<file path="src/rtl/step_ramp_controller_if.sv">
// Command channel of step_ramp_controller: valid/ready handshake carrying one move
// (step count, direction, start/cruise period, per-step acceleration).
interface step_ramp_controller_if #(
  parameter int CNT_SIZE  = 16,
  parameter int STEP_SIZE = 32
);
  logic                 cmd_valid_in;
  logic                 cmd_ready_out;
  logic [STEP_SIZE-1:0] cmd_steps_in;
  logic                 cmd_dir_in;
  logic [CNT_SIZE-1:0]  start_period_in;
  logic [CNT_SIZE-1:0]  min_period_in;
  logic [CNT_SIZE-1:0]  accel_in;

  modport master (
    output cmd_valid_in, cmd_steps_in, cmd_dir_in,
    output start_period_in, min_period_in, accel_in,
    input  cmd_ready_out
  );

  modport slave (
    input  cmd_valid_in, cmd_steps_in, cmd_dir_in,
    input  start_period_in, min_period_in, accel_in,
    output cmd_ready_out
  );
endinterface

</file>
<file path="src/rtl/step_ramp_controller.sv">
// Trapezoidal step-rate sequencer for one stepper axis (IDLE/ACCEL/CRUISE/DECEL/DONE).
// Optional STEP_RAMP_ABORT_EN adds abort_in, which forces an early symmetric deceleration.
module step_ramp_controller #(
  parameter int CNT_SIZE  = 16,
  parameter int STEP_SIZE = 32,
  parameter int PULSE_LEN = 4
) (
  input  logic                clk_in,
  input  logic                reset_n_in,
  step_ramp_controller_if.slave cmd_if,
`ifdef STEP_RAMP_ABORT_EN
  input  logic                abort_in,
`endif
  output logic                step_out,
  output logic                dir_out,
  output logic                busy_out,
  output logic                done_out,
  output logic [CNT_SIZE-1:0] period_out
);

  localparam logic [2:0] S_IDLE   = 3'd0;
  localparam logic [2:0] S_ACCEL  = 3'd1;
  localparam logic [2:0] S_CRUISE = 3'd2;
  localparam logic [2:0] S_DECEL  = 3'd3;
  localparam logic [2:0] S_DONE   = 3'd4;

  localparam logic [CNT_SIZE-1:0] MIN_P   = CNT_SIZE'(2 * PULSE_LEN);
  localparam logic [CNT_SIZE-1:0] PULSE_W = CNT_SIZE'(PULSE_LEN);

  logic [2:0]           state_q, state_d;
  logic [CNT_SIZE-1:0]  cnt_q, cnt_d;
  logic [CNT_SIZE-1:0]  period_q, period_d;
  logic [CNT_SIZE-1:0]  start_q, start_d;
  logic [CNT_SIZE-1:0]  min_q, min_d;
  logic [CNT_SIZE-1:0]  accel_q, accel_d;
  logic [STEP_SIZE-1:0] remaining_q, remaining_d;
  logic [STEP_SIZE-1:0] ramp_q, ramp_d;
  logic                 dir_q, dir_d;
  logic                 step_q, step_d;
  logic                 done_q, done_d;

  logic [CNT_SIZE-1:0]  start_c, min_c;
  logic [CNT_SIZE:0]    inc_sum, dec_sum;
  logic [CNT_SIZE-1:0]  period_up, period_dn;
  logic                 period_end;
  logic [2:0]           st_eff;
  logic [STEP_SIZE-1:0] rem_eff, rem_next;

  // Incoming periods are clamped so a period always fits a full pulse plus equal low time.
  always_comb begin
    start_c = (cmd_if.start_period_in < MIN_P) ? MIN_P : cmd_if.start_period_in;
    if (cmd_if.min_period_in < MIN_P)
      min_c = MIN_P;
    else if (cmd_if.min_period_in > start_c)
      min_c = start_c;
    else
      min_c = cmd_if.min_period_in;
  end

  // One extra bit keeps the ramp arithmetic from wrapping; results saturate at min/start.
  always_comb begin
    inc_sum    = {1'b0, period_q} + {1'b0, accel_q};
    dec_sum    = {1'b0, period_q} - {1'b0, accel_q};
    period_up  = (inc_sum >= {1'b0, start_q}) ? start_q : inc_sum[CNT_SIZE-1:0];
    period_dn  = (dec_sum[CNT_SIZE] || (dec_sum[CNT_SIZE-1:0] <= min_q)) ? min_q
                                                                         : dec_sum[CNT_SIZE-1:0];
    period_end = (({1'b0, cnt_q} + (CNT_SIZE+1)'(1)) == {1'b0, period_q});
  end

  always_comb begin
    state_d     = state_q;
    cnt_d       = cnt_q;
    period_d    = period_q;
    start_d     = start_q;
    min_d       = min_q;
    accel_d     = accel_q;
    remaining_d = remaining_q;
    ramp_d      = ramp_q;
    dir_d       = dir_q;
    st_eff      = state_q;
    rem_eff     = remaining_q;
    rem_next    = remaining_q;

    case (state_q)
      S_IDLE: begin
        if (cmd_if.cmd_valid_in) begin
          start_d     = start_c;
          min_d       = min_c;
          accel_d     = cmd_if.accel_in;
          dir_d       = cmd_if.cmd_dir_in;
          remaining_d = cmd_if.cmd_steps_in;
          ramp_d      = '0;
          cnt_d       = '0;
          period_d    = start_c;
          if (cmd_if.cmd_steps_in == '0)
            state_d = S_DONE;
          else if (min_c == start_c)
            state_d = S_CRUISE;
          else
            state_d = S_ACCEL;
        end
      end

      S_ACCEL, S_CRUISE, S_DECEL: begin
`ifdef STEP_RAMP_ABORT_EN
        // Abort mirrors the ramp already climbed; the step in flight still completes.
        if (abort_in && (state_q != S_DECEL)) begin
          st_eff  = S_DECEL;
          rem_eff = ramp_q + STEP_SIZE'(1);
        end
`endif
        state_d     = st_eff;
        remaining_d = rem_eff;
        if (period_end) begin
          cnt_d       = '0;
          rem_next    = rem_eff - STEP_SIZE'(1);
          remaining_d = rem_next;
          if (rem_next == '0) begin
            state_d = S_DONE;
          end else if ((st_eff != S_DECEL) && (rem_next <= ramp_q)) begin
            state_d  = S_DECEL;
            period_d = period_up;
          end else if (st_eff == S_ACCEL) begin
            period_d = period_dn;
            ramp_d   = ramp_q + STEP_SIZE'(1);
            if (period_dn == min_q)
              state_d = S_CRUISE;
          end else if (st_eff == S_DECEL) begin
            period_d = period_up;
          end
        end else begin
          cnt_d = cnt_q + CNT_SIZE'(1);
        end
      end

      S_DONE:  state_d = S_IDLE;
      default: state_d = S_IDLE;
    endcase

    step_d = ((state_d == S_ACCEL) || (state_d == S_CRUISE) || (state_d == S_DECEL)) &&
             (cnt_d < PULSE_W);
    done_d = (state_d == S_DONE);
  end

  always_ff @(posedge clk_in or negedge reset_n_in) begin
    if (!reset_n_in) begin
      state_q     <= S_IDLE;
      cnt_q       <= '0;
      period_q    <= '0;
      start_q     <= '0;
      min_q       <= '0;
      accel_q     <= '0;
      remaining_q <= '0;
      ramp_q      <= '0;
      dir_q       <= 1'b0;
      step_q      <= 1'b0;
      done_q      <= 1'b0;
    end else begin
      state_q     <= state_d;
      cnt_q       <= cnt_d;
      period_q    <= period_d;
      start_q     <= start_d;
      min_q       <= min_d;
      accel_q     <= accel_d;
      remaining_q <= remaining_d;
      ramp_q      <= ramp_d;
      dir_q       <= dir_d;
      step_q      <= step_d;
      done_q      <= done_d;
    end
  end

  assign cmd_if.cmd_ready_out = (state_q == S_IDLE);
  assign busy_out             = (state_q != S_IDLE);
  assign step_out             = step_q;
  assign done_out             = done_q;
  assign dir_out              = dir_q;
  assign period_out           = period_q;

endmodule
</file>
<file path="src/flat_wrapper.sv">
// flat-port wrapper written by rule: the top's interface ports become plain ports
module step_ramp_controller_flat 
#(
  parameter int CNT_SIZE  = 16,
  parameter int STEP_SIZE = 32,
  parameter int PULSE_LEN = 4
)
  (clk_in, reset_n_in, step_out, dir_out, busy_out, done_out, period_out, cmd_if_cmd_valid_in, cmd_if_cmd_steps_in, cmd_if_cmd_dir_in, cmd_if_start_period_in, cmd_if_min_period_in, cmd_if_accel_in, cmd_if_cmd_ready_out);
  step_ramp_controller_if #(.CNT_SIZE(CNT_SIZE), .STEP_SIZE(STEP_SIZE)) cmd_if_i ();
  input  logic clk_in;
  input  logic reset_n_in;
  output logic step_out;
  output logic dir_out;
  output logic busy_out;
  output logic done_out;
  output logic [CNT_SIZE-1:0] period_out;
  input wire logic [$bits(cmd_if_i.cmd_valid_in)-1:0] cmd_if_cmd_valid_in;
  input wire logic [$bits(cmd_if_i.cmd_steps_in)-1:0] cmd_if_cmd_steps_in;
  input wire logic [$bits(cmd_if_i.cmd_dir_in)-1:0] cmd_if_cmd_dir_in;
  input wire logic [$bits(cmd_if_i.start_period_in)-1:0] cmd_if_start_period_in;
  input wire logic [$bits(cmd_if_i.min_period_in)-1:0] cmd_if_min_period_in;
  input wire logic [$bits(cmd_if_i.accel_in)-1:0] cmd_if_accel_in;
  output wire logic [$bits(cmd_if_i.cmd_ready_out)-1:0] cmd_if_cmd_ready_out;
  assign cmd_if_i.cmd_valid_in = cmd_if_cmd_valid_in;
  assign cmd_if_i.cmd_steps_in = cmd_if_cmd_steps_in;
  assign cmd_if_i.cmd_dir_in = cmd_if_cmd_dir_in;
  assign cmd_if_i.start_period_in = cmd_if_start_period_in;
  assign cmd_if_i.min_period_in = cmd_if_min_period_in;
  assign cmd_if_i.accel_in = cmd_if_accel_in;
  assign cmd_if_cmd_ready_out = cmd_if_i.cmd_ready_out;
  step_ramp_controller #(.CNT_SIZE(CNT_SIZE), .STEP_SIZE(STEP_SIZE), .PULSE_LEN(PULSE_LEN)) u_core (.clk_in(clk_in), .reset_n_in(reset_n_in), .cmd_if(cmd_if_i), .step_out(step_out), .dir_out(dir_out), .busy_out(busy_out), .done_out(done_out), .period_out(period_out));
endmodule
</file>
<file path="config.mk">
export PLATFORM = sky130hd
export DESIGN_NAME = step_ramp_controller_flat
export DESIGN_NICKNAME = d
export VERILOG_FILES = /design/src/rtl/step_ramp_controller_if.sv /design/src/rtl/step_ramp_controller.sv /design/src/flat_wrapper.sv
export SDC_FILE = /design/constraint.sdc
export NUM_CORES = 1
export LEC_CHECK = 0
export ABC_AREA = 1
export ABC_CLOCK_PERIOD_IN_PS = 4600
export CAP_MARGIN = 20
export CELL_PAD_IN_SITES_DETAIL_PLACEMENT = 1
export CELL_PAD_IN_SITES_GLOBAL_PLACEMENT = 1
export CORE_ASPECT_RATIO = 2
export CORE_MARGIN = 2
export CORE_UTILIZATION = 35
export CTS_CLUSTER_SIZE = 14
export DETAILED_ROUTE_END_ITERATION = 16
export GPL_TIMING_DRIVEN = 1
export HOLD_SLACK_MARGIN = 0.05
export PLACE_DENSITY = 0.67
export SYNTH_ARGS = -nofsm -noshare
export SYNTH_HDL_FRONTEND = slang
export SYNTH_SLANG_ARGS = --single-unit
</file>
<file path="constraint.sdc">
create_clock -name clk_in -period 4.6 [get_ports clk_in]
set_input_delay 0.69 -clock clk_in [delete_from_list [all_inputs] [get_ports clk_in]]
set_output_delay 0.69 -clock clk_in [all_outputs]
set_load 0.02 [all_outputs]
</file>
==> metrics, run 1 <==
Synth-to-Final Area Change=19.54%; Synth Instances=2,185; fmax=0.2336 GHz; Leak=8.179 nW; first-pass GRT wire length=84,070 um; Post-Syn Nets=2,387; initial antenna violation count=0; GP Congestion=0.8738; layout cells sized above 1=11.24%; met3 Usage GRT=2.700%; clk_lat worst skew=470 ps; clock skew=13.21 ps; Synth top area share=26.10%; top post-synthesis cells by area=dfrtp_1, nand2_1, ha_1; syn_area_per_cell=6.581 sq um; hold-fix buffers at CTS=0; critical path capture point type=flip-flop; final slew viol count=0; Core Area=40,730 sq um; pin count of the biggest net entering global routing=86; crit start category=flip-flop; Max Cap Viol=0; biggest area consumer among synthesized cells=dfrtp_1; number of H-tree levels=4; CTS buffer count=17; routing usage on met2=42.43%; Core Util, Final=42.21%; Routed Antenna Nets=0; crit-path max FO=25; status=complete, no violations; DP HPWL=41,830 um; Setup TNS=0 ps; number of synthesis warnings=0; CTS sink cnt=150; Ant. Diodes=0; root buffer cell=clkbuf_16; final hold violations=0; wirelength, routed=52,710 um; DRC=0; Final Critical Period=4281 ps; final setup fails=0; initial core utilization=35.31%; Post-Syn Area=14,380 sq um; iteration-0 DRC count of the detailed router=621; full die area=42,820 sq um; Max rail drop VDD=0.5518 mV; vias per inst=5.116; final period utilization=93.07%; WP data required=4900 ps; critical path type=reg2reg; Cell variety after synth=54; Slew Limit Headroom=34.27%; chip height=290.7 um; clk slew on worst S/H paths=70 ps; via count=14.70k; CTS tree=built; num rows=105; commonest non-fill, non-tap cell in the layout=nand2_1; GRT Overall Usage=25.01%; nets=2,528; IO Port Bufs=104; die span in x=147.3 um; met1 usage=33.43%; flops & latches, synth=150; Critical Path AT=4580 ps; gr ovfl total=0; vias in the first global route=15.18k; CTS max path bufs=2; most frequent cells in the layout=nand2_1, inv_1, nor2_1, dfrtp_1, nand3_1; Final Total Pwr=0.01472 W; wire per inst=18.34 um; worst hold slack=303.4 ps; DRT Pass-1 Iters=5; PD cells=856.4 nW/um^2; Worst Hold Class=in2async; busiest grt layer=met2; Ports=105; worst slew pin tran=985.9 ps; post-synthesis sequential area ratio=26.10%
-- final cells by class --
class / instances / area [sq um]
clock inverter: 15 / 165.2
inverter: 294 / 1119
sequential: 150 / 3754
tap: 535 / 669.4
timing repair buffer: 189 / 1747
clock buffer: 17 / 425.4
multi-input combinational: 1674 / 9311
fill: 5313 / 23540
-- cells in the mapped netlist, drive strengths merged --
cell type and number:
a211oi 3, a21boi 2, a21o 3, a21oi 62, a221oi 1, a31oi 22, a32o 1, a41oi 1
and2 4, and3 3, buf 31, clkbuf 36, clkinv 2, dfrtp 150, fa 2, ha 116
inv 292, nand2 648, nand3 151, nand3b 8, nand4 70, nor2 216, nor3 54, nor3b 1
nor4 23, o2111ai 2, o211ai 23, o21a 1, o21ai 155, o21bai 3, o31ai 2, or2 16
xnor2 10, xnor3 1, xor2 70
-- through the flow --
stage                     cell area, sq um  setup slack [ps]  cells
final                                17190             318.6   2874
after floorplan                      14380             831.4   2185
after CTS                            16900             4.089   2856
after global routing                 17190            -10.59   2874
after detailed placement             16280            -168.0   2824
after global placement               16280            -187.5   2824
-- cells by family (layout without fill, tap and decap cells) --
kind of cell	after synthesis	count (layout)	share of synthesized area (%)
AO/OA/AOI/OAI	281	281	11.67
XOR/XNOR	81	81	5.081
adder cells (fa/ha/maj)	118	118	10.37
buffers and inverters	361	515	10.12
flip-flops	150	150	26.10
AND/OR/NAND/NOR	1194	1194	36.66
-- path summary, 6_finish.rpt --
check                                   from                    to  slack, ps  depth (start not counted)
hold reg to reg             u_core.min_q[15]      u_core.min_q[15]        500                          2
min in group clk_in         u_core.min_q[15]      u_core.min_q[15]        500                          2
hold / removal                    reset_n_in     u_core.ramp_q[28]        300                          1
setup reg to reg           u_core.rem_eff[0]  u_core.period_out[7]        320                         24
max in group asynchronous         reset_n_in      u_core.min_q[11]       3340                          2
setup / recovery           u_core.rem_eff[0]  u_core.period_out[7]        320                         24
-- flip-flops by register name (all words and copies together), names as in the netlist --
register and count:
u_core.period_out 16, u_core.rem_eff 32, u_core.ramp_q 32, u_core.min_q 16
u_core.start_q 16, u_core.done_out 1, u_core.dir_out 1, u_core.cnt_q 16
u_core.step_out 1, u_core.accel_q 16, u_core.st_eff 3
-- metal layers --
layer  wire length, um  share of wire (%)
met2             25830                 49
met1             24410                 46
met3              1331                2.5
met5                 0                  0
met4              1135                2.2
-- what timing repair did --
action | CTS | global route
buffers inserted | 0 | 17
pin swaps | 0 | 7
hold endpoints to repair | 0 | 0
resized for setup | 6 | 41
endpoints found under the setup margin | 3 | 49
gates cloned | 0 | 1
-- critical path, stage by stage, from the launching register on --
cell and delay, ps:
dfrtp_1 430, inv_2 110, ha_2 220, inv_1 80, nor2_2 180, nand2_1 120
inv_2 90, nand4_1 150, nor2_2 160, xnor2_2 160, inv_1 110, ha_1 280
nand2_1 110, nor4_4 280, and3_4 250, o21ai_0 130, o2111ai_2 190, nand3_2 130
buf_8 200, inv_4 120, nand2_1 80, nand3_1 110, o21ai_1 150, nand2_1 110
o21ai_0 150
-- power breakdown --
group          switching, W  internal (W)  total, W
logic               0.00709       0.00387    0.0110
clock network      0.000718      0.000769   0.00149
registers          0.000492       0.00179   0.00228
total               0.00830       0.00642    0.0147
Power figures use the tool's default switching activity.
==> run 2: changes to the inputs <==
Settings changed: ABC_CLOCK_PERIOD_IN_PS 4600 to 3600, CAP_MARGIN 20 to unset, CORE_UTILIZATION 35 to 39, PLACE_DENSITY 0.67 to 0.77.
Clock period 4.6 ns to 3.6 ns, I/O delays scaled along.
==> run 2 against run 1 <==
  * The flow now finishes with violations (negative setup slack)
  * Worst hold slack improved by 190 ps
  * Wire length rose by 78%
  * Setup slack got worse by 1500 ps
  * Critical path type unchanged
  * Critical path depth rose by 2
  * Highest routed layer unchanged
==> metrics, run 2 (synthesis results as in run 1) <==
via count=20.14k (+37%); Max Cap Viol=0 (unchanged); wirelength, routed=93,840 um (+78%); WP data required=3950 ps (-950 ps); CTS max path bufs=2 (unchanged); vias in the first global route=20.47k (+35%); RSZ-0062 raised after global routing=yes; most frequent cells in the layout=nand2_1, buf_4, inv_1, nor2_1, dfrtp_1; Worst path slowest cell=dfrtp_1; Routed Antenna Nets=0 (unchanged); commonest non-fill, non-tap cell in the layout=nand2_1; internal reg-to-reg setup slack=-1180 ps (-1500 ps); status=finished, violations left; Final Critical Period=4778 ps (+497.1 ps); iteration-0 DRC count of the detailed router=1,926 (+210%); initial antenna violation count=1 (+1); clk slew on worst S/H paths=80 ps (about the same); GRT Overall Usage=40.03% (+15 points); DRC=0 (unchanged); cell count after placement=3,061 (+8.4%); number of H-tree levels=4 (unchanged); num rows=99 (-5.7%); Worst Hold Class=reg2reg; clock skew=29.51 ps (+16.30 ps); die span in x=139.8 um (-5.1%); critical path capture point type=flip-flop; Synth-to-Final Area Change=51.74%; final slew viol count=0 (unchanged); gr ovfl total=0 (unchanged); final period utilization=132.7% (+40 points); IO Port Bufs=104 (unchanged); GP Congestion=0.9992 (+14%); Core Area=36,420 sq um (-11%); root buffer cell=clkbuf_16; layout cells sized above 1=32.92% (+22 points); nets=2,929 (+16%); first-pass GRT wire length=116,900 um (+39%); Placement Setup Slack=-1026 ps (-857.7 ps); setup ws final=-1178 ps (-1497 ps); CTS sink cnt=150 (unchanged); DP HPWL=54,150 um (+29%); worst path bufs/invs=9 (+3); Non-Filler Instances=3,198 (+11%); final hold violations=0 (unchanged); Crit path max-delay family=simple AND/OR/NAND/NOR gates; crit-path max FO=5 (-80%); DRT Pass-1 Iters=5 (unchanged); final setup fails=54 (+54); fmax=0.2093 GHz (-10%); worst slew pin tran=943.8 ps (-42.08 ps); Ports=105 (unchanged); chip height=275.6 um (-5.2%); CP max stage delay=430 ps (about the same); Critical Path AT=5130 ps (+550 ps); critical path type=reg2reg; initial core utilization=39.49% (+4.2 points); full die area=38,520 sq um (-10%); CTS buffer count=17 (unchanged); wire per inst=29.34 um (+60%); crit start category=flip-flop; vias per inst=6.298 (+23%); Slew Limit Headroom=36.69% (+2.4 points); clk_lat worst skew=500 ps (+30 ps); violated checks=negative setup slack; CTS tree=built; pin count of the biggest net entering global routing=73 (-15%)
## run 2: area by class of cell
type                    count  area (sq um)
fillers                  4619         14600
multi-input cells        1674         10740
repair buffers            589          5010
flip-flops and latches    150          3764
inverters                 294          1124
well taps                 454         568.0
clock buffers              18         429.2
clock inverters            14         165.2
repair inverters            1         11.26
diodes                      4         10.01
## run 2: through the flow
stage               TNS, ps  hold slack (ps)  instance area, sq um  utilization [%]
floorplan                 0            244.4                 14400                -
detailed placement   -35860            476.9                 18630            51.17
CTS                   -8071            493.7                 20710            56.87
global placement     -21620            466.2                 18630            51.17
finish               -36100            494.9                 21820            59.92
global route         -41010            534.3                 21810            59.89
## run 2: path summary, 6_finish.rpt
check                                       start              endpoint  cells after the start
worst max register to register  u_core.accel_q[6]  u_core.period_out[4]                     26
max in group asynchronous              reset_n_in  u_core.period_out[7]                      3
worst min-delay path             u_core.min_q[10]      u_core.min_q[10]                      2
worst max-delay path            u_core.accel_q[6]  u_core.period_out[4]                     26
worst min register to register   u_core.min_q[10]      u_core.min_q[10]                      2
min in group asynchronous              reset_n_in     u_core.ramp_q[16]                      2
## run 2: what timing repair did
| action | in CTS | in global routing |
|---|---|---|
| buffers inserted | 49 | 54 |
| gates resized for setup | 255 | 184 |
| hold endpoints to repair | 32 | 0 |
| setup endpoints to repair | 51 | 51 |
| hold buffers | 1 | 0 |
| pin swaps | 64 | 91 |
| cloned | 7 | 0 |
## run 2: tightest hold or removal path: stages (launching register included)
cell,delay [ps]
dfrtp_1,350
nand2_1,50
o21ai_0,60
## run 2: routing by layer
metal / up-vias / global-route usage (%) / part of all wire [%] / routed length (um)
met5: - / 0 / 0 / 0
met1: 9595 / 33.99 / 29 / 27590
met4: 0 / 42.74 / 15 / 13720
met3: 864 / 7.321 / 8.0 / 7495
met2: 1482 / 74.17 / 48 / 45040
li1: 8201 / - / - / -
Power of run 2 is not shown: default switching activity piles up to over one toggle a cycle in this logic, so the estimate is an artifact.
==> run 3: changes to the inputs <==
Settings changed: ABC_CLOCK_PERIOD_IN_PS 3600 to 5330, CORE_MARGIN 2 to unset, CORE_UTILIZATION 39 to 43, PLACE_DENSITY 0.77 to 0.8.
Clock period 3.6 ns to 5.33 ns, I/O delays scaled along.
==> run 3 against run 2 <==
  * The flow now finishes without violations
  * Clock-buffer cell count is the same
  * Core utilization shrank 9.6 points
  * Die area shrank 11%
  * Final cell count shrank 15%
  * Register-to-register slack gained 1500 ps
  * Via count shrank 24%
  * Setup slack gained 1500 ps
  * Sequential share of layout area grew 5.4 points
  * Critical path type unchanged
  * Global-route usage shrank 4.7 points
  * Maximum frequency shrank 4.9%
==> metrics, run 3 (synthesis results as in run 1) <==
CTS buffer count=17 (unchanged); Leak=7.941 nW; DRC=0 (unchanged); final slew viol count=0 (unchanged); internal reg-to-reg setup slack=310 ps (+1490 ps); final hold violations=0 (unchanged); full die area=34,220 sq um (-11%); clock skew=11.61 ps (-17.90 ps); initial core utilization=43.67% (+4.2 points); Ports=105 (unchanged); vias in the first global route=16.61k (-19%); via count=15.39k (-24%); PD cells=767.5 nW/um^2; chip height=260.6 um (-5.4%); Final Critical Period=5023 ps (+244.1 ps); number of H-tree levels=4 (unchanged); Worst Hold Class=in2async; GRT Overall Usage=35.34% (-4.7 points); wire per inst=21.71 um (-26%); CTS max path bufs=2 (unchanged); R2R depth=22 (-15%); GP Congestion=1.030 (+3.1%); critical path capture point type=flip-flop; crit start category=flip-flop; Synth-to-Final Area Change=15.24%; worst slew pin tran=1286 ps (+342.1 ps); first-pass GRT wire length=91,210 um (-22%); commonest non-fill, non-tap cell in the layout=nand2_1; Slew Limit Headroom=13.74% (-23 points); nets=2,484 (-15%); most frequent cells in the layout=nand2_1, inv_1, nor2_1, dfrtp_1, nand3_1; num rows=94 (-5.1%); Max rail drop VDD=0.4510 mV; post-CTS setup buffers=0 (-100%); crit-path max FO=21 (+16); gr ovfl total=0 (unchanged); vias per inst=5.644 (-10%); clk slew on worst S/H paths=70 ps (about the same); Core Util, Final=50.32% (-9.6 points); CTS tree=built; root buffer cell=clkbuf_16; fmax=0.1991 GHz (-4.9%); status=complete, no violations; iteration-0 DRC count of the detailed router=636 (-67%); Crit Reg-Reg Startpoint=u_core.period_out[1]; Multi-input gate area=9179 sq um (-15%); Setup TNS=0 ps (+36,100 ps); CTS sink cnt=150 (unchanged); critical path type=reg2reg; WP data required=5730 ps (+1780 ps); Ant. Diodes=0 (-4); fillcell total=4,432 (-4.0%); final period utilization=94.23% (-39 points); Routed Antenna Nets=0 (unchanged); Max Cap Viol=0 (unchanged); IO Port Bufs=104 (unchanged); layout cells sized above 1=8.279% (-25 points); DP HPWL=48,360 um (-11%); final setup fails=0 (-100%); wirelength, routed=59,220 um (-37%); die span in x=131.3 um (-6.1%); worst r2r dst=u_core.period_out[12]; Core Area=32,930 sq um (-9.6%); RSZ-0062 raised after global routing=no; sequential cell area=3754 sq um (-0.27%); Critical Path AT=5420 ps (+290 ps); DRT Pass-1 Iters=5 (unchanged); clk_lat worst skew=460 ps (-40 ps); pin count of the biggest net entering global routing=72 (-1.4%); initial antenna violation count=0 (-1)
-- run 3: cell count changes in the layout (fill, tap and decap cells not counted), moves of 19 or more --
cell     previous run  this run
o21ai_0            88       121
ha_4               21         0
buf_4             441        40
buf_6              26         1
nand2_2            65        35
inv_1             256       285
nand3_2            35         5
nand2_4            36         3
ha_1               91       115
nor2_1            170       205
nand2_1           545       610
xor2_1             50        69
nand3_1           112       146
inv_2              32         5
-- run 3: cell type report --
class | instances | share of cell area [%]
Clock buffer | 18 | 2.650
Clock inverter | 14 | 1.125
Inverter | 294 | 6.697
Multi-Input combinational cell | 1674 | 55.39
Sequential cell | 150 | 22.65
Tap cell | 432 | 3.262
Timing Repair Buffer | 145 | 8.223
-- run 3: layer usage --
metal	GRT usage, %	wire, um	vias up
met2	68.20	32270	406
met4	36.18	6505	0
met5	0	0	-
met1	30.28	18830	7433
met3	4.507	1616	254
li1	-	-	7299
-- run 3: worst max-delay path by stage --
stage                                     startpoint               endpoint  cells past startpoint
final                           u_core.period_out[1]  u_core.period_out[12]                     22
after CTS                      u_core.period_out[14]        u_core.step_out                     28
after global placement    cmd_if_start_period_in[12]        u_core.step_out                     30
after detailed placement  cmd_if_start_period_in[12]        u_core.step_out                     30
after global routing            u_core.period_out[1]        u_core.step_out                     29
after floorplan                 u_core.period_out[0]        u_core.step_out                     31
-- run 3: where the power goes --
| group | internal [W] | leakage [nW] | switching [W] |
|---|---|---|---|
| logic | 0.00287 | 5.74 | 0.00648 |
| registers | 0.00154 | 1.90 | 0.000493 |
| clock network | 0.000764 | 0.307 | 0.000567 |
-- run 3: critical path, stage by stage, from the launching register on --
cell	delay, ps
dfrtp_1	510
ha_1	390
inv_1	70
a21oi_1	60
o21ai_0	190
buf_4	170
a21boi_0	170
o21ai_0	470
nand3_1	140
nand2_1	120
xor2_1	590
ha_1	450
nor2_1	80
nand3_1	200
a41oi_1	90
nand3_1	140
buf_4	260
nand2_1	80
o211ai_1	160
nand3_1	120
nand2_1	320
nand2_1	120
nand2_1	80
-- run 3: repair_timing --
action | in CTS | in global routing
hold buffers | 0 | 0
setup endpoints to repair | 0 | 1
hold endpoints to repair | 0 | 0
gates resized for setup | 0 | 1
-- run 3: stage by stage --
stage / total power (W) / setup WS [ps] / hold WS (ps) / cell area, sq um / std cells
after floorplan: 0.007780 / 1561 / 453.0 / 14380 / 2185
final: 0.01272 / 307.5 / 366.0 / 16570 / 2727
after global placement: 0.01089 / 409.0 / 465.7 / 15940 / 2695
after global routing: 0.01367 / 70.97 / 411.0 / 16570 / 2727
after CTS: 0.01256 / 427.3 / 379.7 / 16570 / 2727
after detailed placement: 0.01116 / 364.5 / 483.8 / 15940 / 2695
